File: src/rtl/i2s_pkg.sv
// Shared widths and state encoding for the I2S tone sequencer.
package i2s_pkg;

    localparam int ADDR_W  = 5;
    localparam int DATA_W  = 16;
    localparam int PHASE_W = 16;
    localparam int DUR_W   = 16;

    typedef enum logic [1:0] {
        IDLE     = 2'd0,
        WAIT_REQ = 2'd1,
        FETCH    = 2'd2,
        CAPTURE  = 2'd3
    } seq_state_t;

endpackage

File: src/rtl/i2s_tone_sequencer_if.sv
// Control, ROM and serializer signals of the tone sequencer.
// master: the sequencer itself. slave: host, ROM and serializer side.
interface i2s_tone_sequencer_if import i2s_pkg::*; ();

    logic                start;
    logic                stop;
    logic [PHASE_W-1:0]  phase_inc;
    logic [DUR_W-1:0]    note_len;
    logic                sample_req;
    logic [ADDR_W-1:0]   rom_addr;
    logic [DATA_W-1:0]   rom_q;
    logic [DATA_W-1:0]   sample_data;
    logic                sample_valid;
    logic                busy;
    logic                done;
    logic                overrun;

    modport master (
        input  start, stop, phase_inc, note_len, sample_req, rom_q,
        output rom_addr, sample_data, sample_valid, busy, done, overrun
    );

    modport slave (
        output start, stop, phase_inc, note_len, sample_req, rom_q,
        input  rom_addr, sample_data, sample_valid, busy, done, overrun
    );

endinterface

File: src/rtl/i2s_phase_acc.sv
// Phase accumulator: holds the latched increment and the running phase.
// The ROM address is the top ADDR_W bits of the phase, so it wraps naturally.
module i2s_phase_acc import i2s_pkg::*; (
    input  logic               clk,
    input  logic               reset_n,
    input  logic               clear,
    input  logic               load,
    input  logic               step,
    input  logic [PHASE_W-1:0] inc,
    output logic [ADDR_W-1:0]  addr
);

    logic [PHASE_W-1:0] acc_reg;
    logic [PHASE_W-1:0] inc_reg;

    // Clear has priority over step so a restart always begins at phase 0.
    always_ff @(posedge clk) begin
        if (!reset_n) begin
            acc_reg <= '0;
            inc_reg <= '0;
        end else begin
            if (load) begin
                inc_reg <= inc;
            end
            if (clear) begin
                acc_reg <= '0;
            end else if (step) begin
                acc_reg <= acc_reg + inc_reg;
            end
        end
    end

    assign addr = acc_reg[PHASE_W-1 -: ADDR_W];

endmodule

File: src/rtl/i2s_tone_sequencer.sv
// Tone sequencer: on each serializer request fetches one ROM word through
// a registered-address ROM, presents it as the next sample and advances
// the phase accumulator. Notes are finite (note_len samples) or continuous.
module i2s_tone_sequencer import i2s_pkg::*; (
    input  logic                  clk,
    input  logic                  reset_n,
    i2s_tone_sequencer_if.master  bus
);

    localparam logic [DUR_W-1:0] CNT_ONE = DUR_W'(1);

    seq_state_t         state_reg;
    logic [DUR_W-1:0]   cnt_reg;
    logic [DUR_W-1:0]   len_reg;
    logic [DATA_W-1:0]  sample_data_reg;
    logic               sample_valid_reg;
    logic               busy_reg;
    logic               done_reg;
    logic               overrun_reg;

    logic               restart;
    logic               acc_step;
    logic               last_sample;

    // Stop beats start; the accumulator only moves on a real capture.
    assign restart     = bus.start && !bus.stop;
    assign acc_step    = !bus.stop && !bus.start && (state_reg == CAPTURE);
    assign last_sample = (len_reg != '0) && (cnt_reg == len_reg - CNT_ONE);

    i2s_phase_acc u_phase_acc (
        .clk     (clk),
        .reset_n (reset_n),
        .clear   (restart),
        .load    (restart),
        .step    (acc_step),
        .inc     (bus.phase_inc),
        .addr    (bus.rom_addr)
    );

    // Sequencer FSM with registered outputs; stop, then start, override the state flow.
    always_ff @(posedge clk) begin
        if (!reset_n) begin
            state_reg        <= IDLE;
            cnt_reg          <= '0;
            len_reg          <= '0;
            sample_data_reg  <= '0;
            sample_valid_reg <= 1'b0;
            busy_reg         <= 1'b0;
            done_reg         <= 1'b0;
            overrun_reg      <= 1'b0;
        end else begin
            sample_valid_reg <= 1'b0;
            done_reg         <= 1'b0;
            if (bus.stop) begin
                state_reg       <= IDLE;
                sample_data_reg <= '0;
                busy_reg        <= 1'b0;
            end else if (bus.start) begin
                state_reg   <= WAIT_REQ;
                cnt_reg     <= '0;
                len_reg     <= bus.note_len;
                overrun_reg <= 1'b0;
                busy_reg    <= 1'b1;
            end else begin
                case (state_reg)
                    IDLE: begin
                        busy_reg <= 1'b0;
                    end
                    WAIT_REQ: begin
                        if (bus.sample_req) begin
                            state_reg <= FETCH;
                        end
                    end
                    FETCH: begin
                        if (bus.sample_req) begin
                            overrun_reg <= 1'b1;
                        end
                        state_reg <= CAPTURE;
                    end
                    CAPTURE: begin
                        if (bus.sample_req) begin
                            overrun_reg <= 1'b1;
                        end
                        sample_data_reg  <= bus.rom_q;
                        sample_valid_reg <= 1'b1;
                        cnt_reg          <= cnt_reg + CNT_ONE;
                        if (last_sample) begin
                            state_reg <= IDLE;
                            done_reg  <= 1'b1;
                            busy_reg  <= 1'b0;
                        end else begin
                            state_reg <= WAIT_REQ;
                        end
                    end
                    default: begin
                        state_reg <= IDLE;
                        busy_reg  <= 1'b0;
                    end
                endcase
            end
        end
    end

    assign bus.sample_data  = sample_data_reg;
    assign bus.sample_valid = sample_valid_reg;
    assign bus.busy         = busy_reg;
    assign bus.done         = done_reg;
    assign bus.overrun      = overrun_reg;

endmodule

File: src/flat_wrapper.sv
// flat-port wrapper written by rule: the top's interface ports become plain ports
module i2s_tone_sequencer_flat import i2s_pkg::*;
  (clk, reset_n, bus_start, bus_stop, bus_phase_inc, bus_note_len, bus_sample_req, bus_rom_q, bus_rom_addr, bus_sample_data, bus_sample_valid, bus_busy, bus_done, bus_overrun);
  i2s_tone_sequencer_if bus_i ();
  input  logic clk;
  input  logic reset_n;
  input wire logic [$bits(bus_i.start)-1:0] bus_start;
  input wire logic [$bits(bus_i.stop)-1:0] bus_stop;
  input wire logic [$bits(bus_i.phase_inc)-1:0] bus_phase_inc;
  input wire logic [$bits(bus_i.note_len)-1:0] bus_note_len;
  input wire logic [$bits(bus_i.sample_req)-1:0] bus_sample_req;
  input wire logic [$bits(bus_i.rom_q)-1:0] bus_rom_q;
  output wire logic [$bits(bus_i.rom_addr)-1:0] bus_rom_addr;
  output wire logic [$bits(bus_i.sample_data)-1:0] bus_sample_data;
  output wire logic [$bits(bus_i.sample_valid)-1:0] bus_sample_valid;
  output wire logic [$bits(bus_i.busy)-1:0] bus_busy;
  output wire logic [$bits(bus_i.done)-1:0] bus_done;
  output wire logic [$bits(bus_i.overrun)-1:0] bus_overrun;
  assign bus_i.start = bus_start;
  assign bus_i.stop = bus_stop;
  assign bus_i.phase_inc = bus_phase_inc;
  assign bus_i.note_len = bus_note_len;
  assign bus_i.sample_req = bus_sample_req;
  assign bus_i.rom_q = bus_rom_q;
  assign bus_rom_addr = bus_i.rom_addr;
  assign bus_sample_data = bus_i.sample_data;
  assign bus_sample_valid = bus_i.sample_valid;
  assign bus_busy = bus_i.busy;
  assign bus_done = bus_i.done;
  assign bus_overrun = bus_i.overrun;
  i2s_tone_sequencer u_core (.clk(clk), .reset_n(reset_n), .bus(bus_i));
endmodule
File: config.mk
export PLATFORM = sky130hd
export DESIGN_NAME = i2s_tone_sequencer_flat
export DESIGN_NICKNAME = d
export VERILOG_FILES = /design/src/rtl/i2s_pkg.sv /design/src/rtl/i2s_tone_sequencer_if.sv /design/src/rtl/i2s_phase_acc.sv /design/src/rtl/i2s_tone_sequencer.sv /design/src/flat_wrapper.sv
export SDC_FILE = /design/constraint.sdc
export NUM_CORES = 1
export LEC_CHECK = 0
export ABC_AREA = 0
export CAP_MARGIN = 5
export CORE_ASPECT_RATIO = 1.4
export CORE_MARGIN = 2
export CORE_UTILIZATION = 57
export CTS_BUF_LIST = sky130_fd_sc_hd__clkbuf_4 sky130_fd_sc_hd__clkbuf_8 sky130_fd_sc_hd__clkbuf_16
export DETAILED_ROUTE_END_ITERATION = 8
export GPL_ROUTABILITY_DRIVEN = 1
export PLACE_DENSITY = 0.9
export SLEW_MARGIN = 20
export SYNTH_ARGS = -nofsm -noshare
export SYNTH_HDL_FRONTEND = slang
export SYNTH_SLANG_ARGS = --single-unit
File: constraint.sdc
create_clock -name clk -period 3.25 [get_ports clk]
set_input_delay 0.65 -clock clk [delete_from_list [all_inputs] [get_ports clk]]
set_output_delay 0.65 -clock clk [all_outputs]
set_load 0.01 [all_outputs]
# After elaboration in Yosys (flattened, before gate mapping)
# Cells that the tools add are included.
word_totals:
  latch_bits: 0
  romBits: 0
  out_inout_bits: 25
  ram_bits: 0
  ff_bits: 86
  mem_count: 0
classes:
  n_shift: 0
  add_sub_neg: 3
  bitwise_logic: 4
  n_mux: 14
  n_reduce_logical: 26
  n_mul: 0
  eq_ne: 7
  magnitude_cmp: 0
  div_mod_pow: 0
op_table:
  columns: ["cell", "count"]
  rows:
  - ["2-to-1 mux 16 bit", 2]
  - ["adder 16 x 1 -> 16 bit (second input constant)", 1]
  - ["adder 16 bit", 1]
  - ["== test 16 bit", 1]
  - ["nonzero test 16 bit", 1]
  - ["subtractor 16 x 1 -> 16 bit (second input constant)", 1]
  - ["AND reduction 2 bit", 6]
  - ["2-to-1 mux 1 bit", 9]
  - ["case mux 2 bit (3 select lines)", 1]
  - ["nonzero test 2 bit", 3]
  - ["nonzero test 3 bit", 2]
  - ["OR reduction 2 bit", 3]
  - ["== test 2 bit (second input constant)", 2]
  - ["logical AND 1 bit", 4]
  - ["inverter 1 bit", 4]
  - ["nonzero test 4 bit", 1]
  - ["OR reduction 4 bit", 1]
  - ["inequality test 3 x 2 -> 1 bit (second input constant)", 1]
  - ["inequality test 3 bit (second input constant)", 1]
  - ["AND reduction 3 bit", 1]
  - ["OR reduction 3 bit", 1]
  - ["== test 2 x 1 -> 1 bit (second input constant)", 1]
  - ["logical NOT 1 bit", 2]
  - ["logical NOT 2 bit", 1]
  - ["other kinds (3)", 3]

# Longest topological paths before layout
# Gate-level depths: netlist of run 1.
logic_depth:
  word_depth: 6
  ltp_mapped: 10
  mapped_depth_nobuf: 10

# Modules after synthesis
# From an unflattened synthesis of run 1, not the netlist that was laid out.
hier_totals:
  hier_cells: 577
  area_unflattened_um2: 4812.1
by_module_without_submodules:
  columns: ["mod", "cells_per_inst", "area_each_um2", "n_inst", "seq_area_each_um2"]
  rows:
  - ["i2s_tone_sequencer", 373, 2919.0, 1, 1081.0]
  - ["i2s_phase_acc", 204, 1893.1, 1, 640.6]

# Least setup slack after synthesis of run 1
# OpenSTA, ideal clock, no wires.
synth_path:
  path_kind: "input -> register"
  start: "input bus_start"
  end: "register u_core.cnt_reg[4]"
  cell_stages: 7
  t_arrival_ns: 2.000
  n_path_buf: 2
  setup_time_ns: 0.071
  path_slack_ns: 1.179
  t_required_ns: 3.179
  cell_sequence: "clkbuf_1 or2_1 clkbuf_1 nor2_1 nand3_1 or3b_1 a21oi_1"
synth_between:
  elab_chain_cells: 2
synth_rtl:
  columns: ["element", "line_no", "rtl"]
  rows:
  - ["from (decl)", "flat_wrapper.sv:7", "input wire logic [$bits(bus_i.start)-1:0] bus_start;"]
  - ["nonzero test 2 bit (no line)", null, null]
  - ["AND reduction 2 bit (no line)", null, null]
  - ["to (signal assigned)", "i2s_tone_sequencer.sv:86", "cnt_reg <= cnt_reg + CNT_ONE;"]
  - ["to (decl)", "i2s_tone_sequencer.sv:13", "logic [DUR_W-1:0] cnt_reg;"]
# Several ways; a longest one is shown, not always the timed one.
# A chain may end at the register's enable or synchronous reset.

# Worst setup path after layout of run 1
layout_path:
  start: "register u_core.u_phase_acc.acc_reg[4]"
  end: "register u_core.u_phase_acc.acc_reg[15]"
layout_between:
  elab_chain_cells: 1
layout_rtl:
  columns: ["element", "line_no", "rtl"]
  rows:
  - ["from (decl)", "i2s_phase_acc.sv:13", "logic [PHASE_W-1:0] acc_reg;"]
  - ["from (signal assigned)", "i2s_phase_acc.sv:28", "acc_reg <= acc_reg + inc_reg;"]
  - ["adder 16 bit", "i2s_phase_acc.sv:28", null]
# No other way between the ends.

==> results by group, run 1 <==
Floorplan
  – Die H: 110 um
  – Die ar.: 8700 um^2
  – Io pins: between 70 and 80
  – Starting Density: 58.5%
  – Die extent in x: approximately 79 um
  – Row cnt: 38
  – Core box area: 7750 um^2

Setup path
  – CP endpoint kind: register
  – Critical path type: register to register
  – FF-to-FF Start: u_core.u_phase_acc.acc_reg[4]
  – Required @ worst endpoint: about 3600 ps
  – Startpoint Class: register
  – Critical Path Stages: 8
  – Top Family by Delay on Critical Path: compound AO/OA/AOI/OAI gates
  – WP buf/inv: 0
  – FF-to-FF path depth: 8
  – Worst reg2reg setup slack: roughly 820 ps
  – Worst Path Arrival: 2730 ps
  – Crit-path cells: ha_1, a21oi_1, nand2_1, a221oi_1, o31ai_1, nor3b_1, o21ai_0, mux2i_1
  – Crit Path Max Fanout: 6
  – CP peak stage delay: 410 ps
  – Critical Path Source: u_core.u_phase_acc.acc_reg[4]
  – Slowest-stage cell, CP: a221oi_1

Min path
  – WHS Path Cells: 2
  – Hold Crit Class: register to register
  – Hold Path Origin: u_core.bus.sample_data[0]

Flow run
  – Max_cap viols: 0

Synth
  – FFs w/ async S/R, synth: 0%
  – Syn Std Cell Area: about 4500 um^2
  – Distinct cell type count after synthesis: 59
  – Synthesized area per cell: 7.66 um^2
  – Top FF cell, synth: dfxtp_1
  – Post-synth EDFFs: 0
  – Syn Nets: ~660
  – Sequential-to-total area share from yosys stat: 38.0%
  – Synth top area share: 38.0%
  – Synth area leader: dfxtp_1
  – Ys Warns: 0
  – Largest cells by area after synthesis: dfxtp_1 38%, nand2_1 12%, a21oi_1 8.6%
  – Synth Register Bits: 86
  – Gate count after technology mapping: 592

Timing
  – Fmax: 412 MHz
  – Skew final: 12.0 ps
  – Headroom to the max-slew limit: 52.4%
  – Setup ws final: 821 ps
  – Final hold vios: 0
  – Fin. max-slew vios: 0
  – RSZ-0062 raised after global routing: no
  – Period utilization: 74.8%
  – Minimum clock period: 2430 ps
  – Fin Setup TNS: 0 ps
  – Setup violators final: 0
  – Worst-margin pin slew: 711 ps

Cells and area
  – Multi-input gate area: 2590 um^2
  – Nets@finish: 721
  – Share of post-route cells with drive strength above 1: 5.95%
  – Layout area overhead: 21.6%
  – FF+latch area: 1720 um^2
  – Number of fillers in the final layout: 587
  – Finished Core Util: 71.2%
  – Ant diodes: 0

Place
  – HPWL Detailed: 8170 um
  – IO buf count: 77
  – Gp weighted congestion: a little over 0.9
  – Pre-CTS WS: between 600 and 700 ps

Clocking
  – Cts bufs inserted: 9
  – CTS tree: built
  – Worst-path clk slew: 90 ps
  – Clock sink count: 86
  – Max Root-Sink Buffers: 2
  – Hold-fix buffers at CTS: 0
  – Clock Latency Late Sink: 370 ps
  – Postcts setup bufs: 0
  – Post-cts gate resize count: 0
  – H-tree Lvls: 3
  – Root buffer cell: clkbuf_8

Global routing
  – Largest net degree at the start of global routing: 46
  – Vias in the first global route: between 4,000 and 5,000
  – Total GRT Usage: 26.8%
  – First-pass GRT wire length: 18,800 um
  – Antenna violations before repair: 0
  – Gr ovfl total: 0

Run status
  – Status: completed

Drt
  – DR WL/cell: 15.2 um
  – 1st-pass router iterations: 5
  – DRC viols: 0
  – WL final: 11,400 um
  – DRT antenna net count: 0
  – Via Count: 4,423
  – Drt initial violations: 377
  – Number of vias per cell: 5.86

Power and ir drop
  – Leak pwr: just under 0.002 uW
  – Max rail drop VDD: 0.352 mV
  – PD cells: 387 nW/um^2
  – Final Total Pwr: 2130 uW
## cell usage in the layout, fill, tap and decap left out, types with 4 or more instances in the layout
master,netlist,routed
nor2_1,35,35
nand2b_1,5,5
a31oi_1,9,9
dfxtp_1,86,86
buf_4,5,8
clkbuf_8,0,10
o21ai_0,25,25
nand3_1,21,21
a21oi_1,78,78
xor2_1,9,9
xnor2_1,22,22
and3_1,4,4
inv_1,11,11
nor3_1,9,9
clkdlybuf4s50_1,0,77
a21o_1,5,5
ha_1,17,17
nand4_1,7,7
nand2_1,143,143
## worst reg2reg max path, stage by stage (launching register included)
cell and delay (ps):
dfxtp_1 320, ha_1 390, a21oi_1 240, nand2_1 110, a221oi_1 410, o31ai_1 230
nor3b_1 210, o21ai_0 250, mux2i_1 220
## power by group
group          switching (uW)  internal [uW]  leakage (uW)
Combinational             133            132       0.00117
Clock                     389            386      0.000107
Sequential               22.9           1070      0.000697
## cell usage after synthesis, drive strengths merged (9+ instances only)
master and number:
nand2 143, xor2 9, xnor2 22, nor3 12, ha 17, o21ai 25
nor2 35, a31oi 9, clkbuf 28, a21oi 78, nand3 21, inv 12
dfxtp 86, buf 10
## stage by stage
step	area (um^2)	hold WS [ps]	cells
floorplan	4540	436	592
global placement	5310	442	739
detailed placement	5310	449	739
CTS	5520	461	755
global route	5520	477	755
finish	5520	463	755
## routing by layer
metal  part of all wire [%]  up-vias  track usage (%)  wire [um]
li1                       -     2161                -          -
met1                     38     2073             28.5       4390
met2                     54      159             50.9       6210
met3                    4.5       30             3.45        516
met4                    2.8        0             14.4        319
met5                      0        -                0          0
## kinds of logic (layout without fill, tap and decap cells)
family,after synthesis,after routing,share of synthesized area [%]
buffers and inverters,50,113,4.97
multiplexers,2,2,0.441
adder cells (fa/ha/maj),18,18,5.13
flip-flops,86,86,38.0
AND/OR/NAND/NOR,259,259,26.8
XOR/XNOR,31,31,5.99
AO/OA/AOI/OAI,146,146,18.7
## path summary, 6_finish.rpt
kind | end
hold / removal | u_core.bus.sample_data[0]
setup / recovery | u_core.u_phase_acc.acc_reg[15]
setup reg to reg | u_core.u_phase_acc.acc_reg[15]
hold reg to reg | u_core.bus.sample_data[0]
## area by class of cell
type / count / share of cell area [%]
clock buffers: 11 / 2.63
clock inverters: 5 / 1.04
inverters: 12 / 0.817
multi-input cells: 456 / 47.0
flip-flops and latches: 86 / 31.2
well taps: 100 / 2.27
repair buffers: 85 / 15.1
Note: power is estimated with default switching activity, not from simulation.
==> inputs of run 2 (changes only) <==
CORE_UTILIZATION = 48   (was 57)
PLACE_DENSITY = 0.81   (was 0.9)
clock period = 2 ns   (was 3.25 ns; I/O delays follow)
==> results by group, run 2 (same netlist as run 1, synthesis figures left out) <==
Run status
  – Status: finished with violations
  – Failing checks: setup timing

Global routing
  – M2 GR Usage: 45.8% (-5.1 points)
  – Largest net degree at the start of global routing: 24 (-48%)
  – GRT met3 Usage: 4.30% (+0.85 points)
  – Antenna violations before repair: 0 (unchanged)
  – First-pass GRT wire length: 21,000 um (+12%)
  – Gr ovfl total: 0 (unchanged)
  – Total GRT Usage: 25.4% (-1.5 points)
  – Met1 Usage GRT: 27.7% (-0.78 points)
  – Vias in the first global route: 4,678 (+7.3%)
  – Busiest layer in global routing: met2

Drt
  – 1st-pass router iterations: 7 (+2)
  – Number of vias per cell: 5.69 (-2.8%)
  – Drt initial violations: 342 (-9.3%)
  – DR WL/cell: 16.1 um (+6.4%)
  – Via Count: 4,662 (+5.4%)
  – DRC viols: 0 (unchanged)
  – DRT antenna net count: 0 (unchanged)
  – WL final: 13,200 um (+15%)

Cells and area
  – Share of post-route cells with drive strength above 1: 19.5% (+14 points)
  – Ant diodes: 0 (unchanged)
  – Finished Core Util: 68.6% (-2.6 points)
  – Commonest non-fill, non-tap cell in the layout: nand2_1
  – Number of fillers in the final layout: 705 (+20%)
  – Nets@finish: 775 (+7.5%)
  – Most frequent cells in the layout: 140 x nand2_1, 78 x dfxtp_1, 77 x clkdlybuf4s50_1, 73 x a21oi_1, 61 x buf_4
  – Layout area overhead: 40.6%

Timing
  – Final hold vios: 0 (unchanged)
  – RSZ-0062 raised after global routing: yes
  – Worst hold margin: 455 ps (-8.16 ps)
  – Fin. max-slew vios: 0 (unchanged)
  – Setup violators final: 3 (+3)
  – Headroom to the max-slew limit: 72.5% (+20 points)
  – Minimum clock period: 2060 ps (-368 ps)
  – Fmax: 485 MHz (+18%)
  – Fin Setup TNS: -130 ps (-130 ps)
  – Skew final: 5.87 ps (-6.13 ps)
  – Setup ws final: -61.5 ps (-882 ps)
  – Worst-margin pin slew: 409 ps (-302 ps)
  – Period utilization: 103% (+28 points)

Place
  – HPWL Detailed: 8850 um (+8.3%)
  – Gp weighted congestion: 0.888 (-2.8%)
  – IO buf count: 77 (unchanged)
  – Pre-CTS WS: -251 ps (-949 ps)

Setup path
  – Startpoint Class: register
  – Critical path type: register to register
  – Critical Path Source: u_core.len_reg[0]
  – Worst Path Arrival: 2280 ps (-450 ps)
  – Required @ worst endpoint: 2220 ps (-1330 ps)
  – CP endpoint kind: register
  – FF-to-FF Start: u_core.len_reg[0]
  – Crit Path Max Fanout: 5 (-1)

Clocking
  – Clock Latency Late Sink: 340 ps (-30 ps)
  – Worst-path clk slew: 60 ps (-30 ps)
  – Max Root-Sink Buffers: 2 (unchanged)
  – Hold-fix buffers at CTS: 0 (unchanged)
  – Cts bufs inserted: 9 (unchanged)
  – H-tree Lvls: 3 (unchanged)
  – Clock sink count: 86 (unchanged)
  – CTS tree: built
  – Root buffer cell: clkbuf_16

Min path
  – Hold Crit Class: register to register
  – Hold Path Origin: u_core.bus.sample_data[3]

Floorplan
  – Die H: 119 um (+8.6%)
  – Die extent in x: 86.2 um (+8.5%)
  – Row cnt: 42 (+11%)
  – Io pins: 78 (unchanged)
  – Die ar.: 10,300 um^2 (+18%)
  – Core box area: 9300 um^2 (+20%)
  – Starting Density: 48.8% (-9.8 points)

Power and ir drop
  – PD cells: 680 nW/um^2 (+76%)
  – Internal Pwr Total: 3330 uW (+110%)
  – Leak pwr: 0.00237 uW (+20%)
  – Share of power burned in registers: 41.0% (-10 points)
  – Final Total Pwr: 4340 uW (+100%)
  – NetSw: 1010 uW (+85%)
  – Switching portion of total power: 23.2% (-2.3 points)
  – Gate power share: 13.9% (+1.5 points)
  – Clk network pwr share: 45.1% (+8.8 points)
  – Max rail drop VDD: 0.449 mV (+27%)

Flow run
  – Max_cap viols: 0 (unchanged)
[run 2: cell count changes in the layout (fill, tap and decap cells not counted), moves of 4 or more]
| cell | before | now |
|---|---|---|
| a21oi_1 | 78 | 73 |
| a21oi_2 | 0 | 4 |
| buf_4 | 8 | 61 |
| clkbuf_16 | 0 | 9 |
| clkbuf_8 | 10 | 1 |
| dfxtp_1 | 86 | 78 |
| dfxtp_2 | 0 | 6 |
| ha_1 | 17 | 12 |
| ha_4 | 0 | 4 |
| o21ai_0 | 25 | 21 |
[run 2: power by group through the flow]
| stage | Clock (uW) | Combinational (uW) | Sequential (uW) |
|---|---|---|---|
| after floorplan | 0 | 267 | 1810 |
| after global placement | 0 | 495 | 1810 |
| after detailed placement | 0 | 510 | 1810 |
| after CTS | 1970 | 552 | 1770 |
| after global routing | 2030 | 646 | 1780 |
| final | 1960 | 602 | 1780 |
[run 2: layout make-up]
class	count	area (um^2)	share of cell area, %
flip-flops and latches	86	1740	27.2
inverters	12	47.5	0.745
well taps	110	138	2.16
multi-input cells	456	2860	44.9
clock buffers	11	246	3.86
repair buffers	139	1240	19.4
clock inverters	5	106	1.67
[run 2: final timing paths]
path	slack (ps)	cells after the start	endpoint
min	460	2	u_core.bus.sample_data[3]
min reg2reg	460	2	u_core.bus.sample_data[3]
max	-60	8	u_core.state_reg[0]
max reg2reg	-60	8	u_core.state_reg[0]
[run 2: through the flow]
step / area (um^2) / cells
final: 6380 / 819
after global routing: 6380 / 819
after CTS: 6200 / 817
after detailed placement: 5680 / 796
after global placement: 5680 / 796
after floorplan: 4540 / 592
[run 2: timing repair]
action                                  4_1_cts  5_1_grt
endpoints found under the hold margin         0        0
endpoints found under the setup margin       13       12
pin swaps                                    16       10
resized for setup                            32       35
setup buffers                                 5        3
[run 2: metal layers]
metal	vias to the layer above	part of all wire, %
met4	0	3.8
met3	38	4.0
met2	154	53
li1	2284	-
met5	-	0
met1	2186	39
[run 2: critical path, cell delays in order (launching register included)]
cell     delay, ps
dfxtp_4        370
nor4_4         410
buf_4          180
and3_2         170
o22ai_1        120
nor3_2         200
nand3_1        140
nor4_4         280
nor3_1          80
==> inputs of run 3 (changes only) <==
CORE_MARGIN = not set   (was 2)
==> results by group, run 3 (same netlist as run 1, synthesis figures left out) <==
Clocking
  – Max Root-Sink Buffers: 2 (unchanged)
  – Worst-path clk slew: 70 ps (about the same)
  – H-tree Lvls: 3 (unchanged)
  – Clock sink count: 86 (unchanged)
  – Root buffer cell: clkbuf_16
  – Clock Latency Late Sink: 340 ps (about the same)
  – CTS tree: built
  – Cts bufs inserted: 9 (unchanged)

Drt
  – WL final: 13,500 um (+2.3%)
  – Via Count: 4,757 (+2.0%)
  – Number of vias per cell: 5.83 (+2.4%)
  – DRC viols: 6 (+6)
  – 1st-pass router iterations: 7 (unchanged)
  – Drt initial violations: 385 (+13%)
  – DR WL/cell: 16.6 um (+2.6%)
  – DRT antenna net count: 0 (unchanged)

Cells and area
  – Number of fillers in the final layout: 667 (-5.4%)
  – Share of post-route cells with drive strength above 1: 18.9% (-0.56 points)
  – Nets@finish: 775 (unchanged)
  – Ant diodes: 0 (unchanged)
  – Commonest non-fill, non-tap cell in the layout: nand2_1
  – Finished Core Util: 70.4% (+1.8 points)
  – Layout Cells excl Fill: 816 (-0.37%)
  – Most frequent cells in the layout: 141 x nand2_1, 80 x dfxtp_1, 77 x clkdlybuf4s50_1, 73 x a21oi_1, 55 x buf_4
  – Layout area overhead: 40.9%

Timing
  – Fin. max-slew vios: 0 (unchanged)
  – Fin Setup TNS: -441 ps (-311 ps)
  – Setup violators final: 4 (+1)
  – Setup ws final: -191 ps (-130 ps)
  – Minimum clock period: 2190 ps (+130 ps)
  – Headroom to the max-slew limit: 68.1% (-4.4 points)
  – Final hold vios: 0 (unchanged)
  – RSZ-0062 raised after global routing: yes
  – Fmax: 456 MHz (-5.9%)
  – Period utilization: 110% (+6.5 points)
  – Skew final: 6.94 ps (+1.06 ps)
  – Worst-margin pin slew: 477 ps (+67.8 ps)

Floorplan
  – Row cnt: 41 (-2.4%)
  – Die extent in x: 84.2 um (-2.3%)
  – Core box area: 9080 um^2 (-2.4%)
  – Io pins: 78 (unchanged)
  – Die H: 117 um (-1.7%)
  – Die ar.: 9850 um^2 (-4.0%)
  – Starting Density: 50.0% (+1.2 points)

Global routing
  – Largest net degree at the start of global routing: 33 (+38%)
  – Antenna violations before repair: 0 (unchanged)
  – Total GRT Usage: 26.6% (+1.3 points)
  – First-pass GRT wire length: 20,900 um (-0.62%)
  – Vias in the first global route: 4,514 (-3.5%)
  – Gr ovfl total: 0 (unchanged)

Power and ir drop
  – Clk network pwr share: 43.6% (-1.5 points)
  – Leak pwr: 0.00236 uW (-0.27%)
  – Max rail drop VDD: 0.458 mV (+1.9%)
  – Gate power share: 14.7% (+0.8 points)
  – Internal Pwr Total: 3240 uW (-2.8%)
  – NetSw: 1030 uW (+2.1%)
  – Final Total Pwr: 4270 uW (-1.7%)
  – Switching portion of total power: 24.1% (+0.88 points)
  – PD cells: 668 nW/um^2 (-1.8%)
  – Share of power burned in registers: 41.7% (+0.7 points)

Place
  – IO buf count: 77 (unchanged)
  – Gp weighted congestion: 0.953 (+7.3%)
  – Pre-CTS WS: -245 ps (+6.08 ps)
  – Placed insts: 787 (-1.1%)
  – HPWL Detailed: 8960 um (+1.3%)

Setup path
  – Critical path type: register to register
  – CP endpoint kind: register
  – Startpoint Class: register
  – Worst Path Arrival: 2450 ps (+170 ps)
  – Required @ worst endpoint: 2260 ps (+40 ps)
  – Crit Path Max Fanout: 4 (-1)

Run status
  – Failing checks: DRC, setup timing
  – Status: finished with violations

Min path
  – Hold Crit Class: register to register

Flow run
  – Max_cap viols: 0 (unchanged)
run 3: timing repair:
| item | 4_1_cts | 5_1_grt |
|---|---|---|
| setup buffers | 11 | 4 |
| pin swaps | 18 | 11 |
| hold buffers | 0 | 0 |
| endpoints found under the setup margin | 13 | 12 |
| hold endpoints to repair | 0 | 0 |
| resized for setup | 39 | 21 |
run 3: per-stage QoR:
| stage | instance area (um^2) | hold WS (ps) |
|---|---|---|
| after global routing | 6390 | 472 |
| after floorplan | 4540 | 436 |
| after CTS | 6250 | 457 |
| final | 6390 | 454 |
| after global placement | 5660 | 442 |
| after detailed placement | 5660 | 448 |
run 3: area by class of cell:
cell class	count	area, um^2	share of cell area [%]
Clock buffer	11	253	3.96
Inverter	12	45.0	0.705
Tap cell	107	134	2.10
Timing Repair Buffer	139	1290	20.2
Multi-Input combinational cell	456	2860	44.7
Sequential cell	86	1730	27.1
Clock inverter	5	81.3	1.27
run 3: final timing paths:
check / slack (ps) / endpoint / from / depth (start not counted)
setup / recovery: -190 / u_core.state_reg[0] / u_core.len_reg[0] / 12
hold / removal: 450 / u_core.bus.sample_data[5] / u_core.bus.sample_data[5] / 2
setup reg to reg: -190 / u_core.state_reg[0] / u_core.len_reg[0] / 12
hold reg to reg: 450 / u_core.bus.sample_data[5] / u_core.bus.sample_data[5] / 2
run 3: critical path, cell delays in order, from the launching register on:
cell and delay (ps):
dfxtp_2 340, buf_6 130, nor4_4 340, nand3_2 160, buf_4 170, buf_4 120, buf_4 120, buf_4 130
nand3_1 130, nand3_2 110, nand2_2 110, nor4_4 50, nor3_1 190
run 3: power by group through the flow:
stage,clock (uW),sequential (uW),combinational (uW)
6_report,1860,1780,629
2_1_floorplan,0,1810,267
3_5_place_dp,0,1810,506
5_1_grt,1960,1780,670
4_1_cts,1870,1780,589
3_3_place_gp,0,1810,487
run 3: routing by layer:
layer / global-route usage, % / up-vias / routed length [um]
li1: - / 2276 / -
met1: 28.8 / 2269 / 5340
met2: 49.1 / 160 / 7090
met3: 4.49 / 52 / 563
met4: 16.1 / 0 / 506
met5: 0 / - / 0
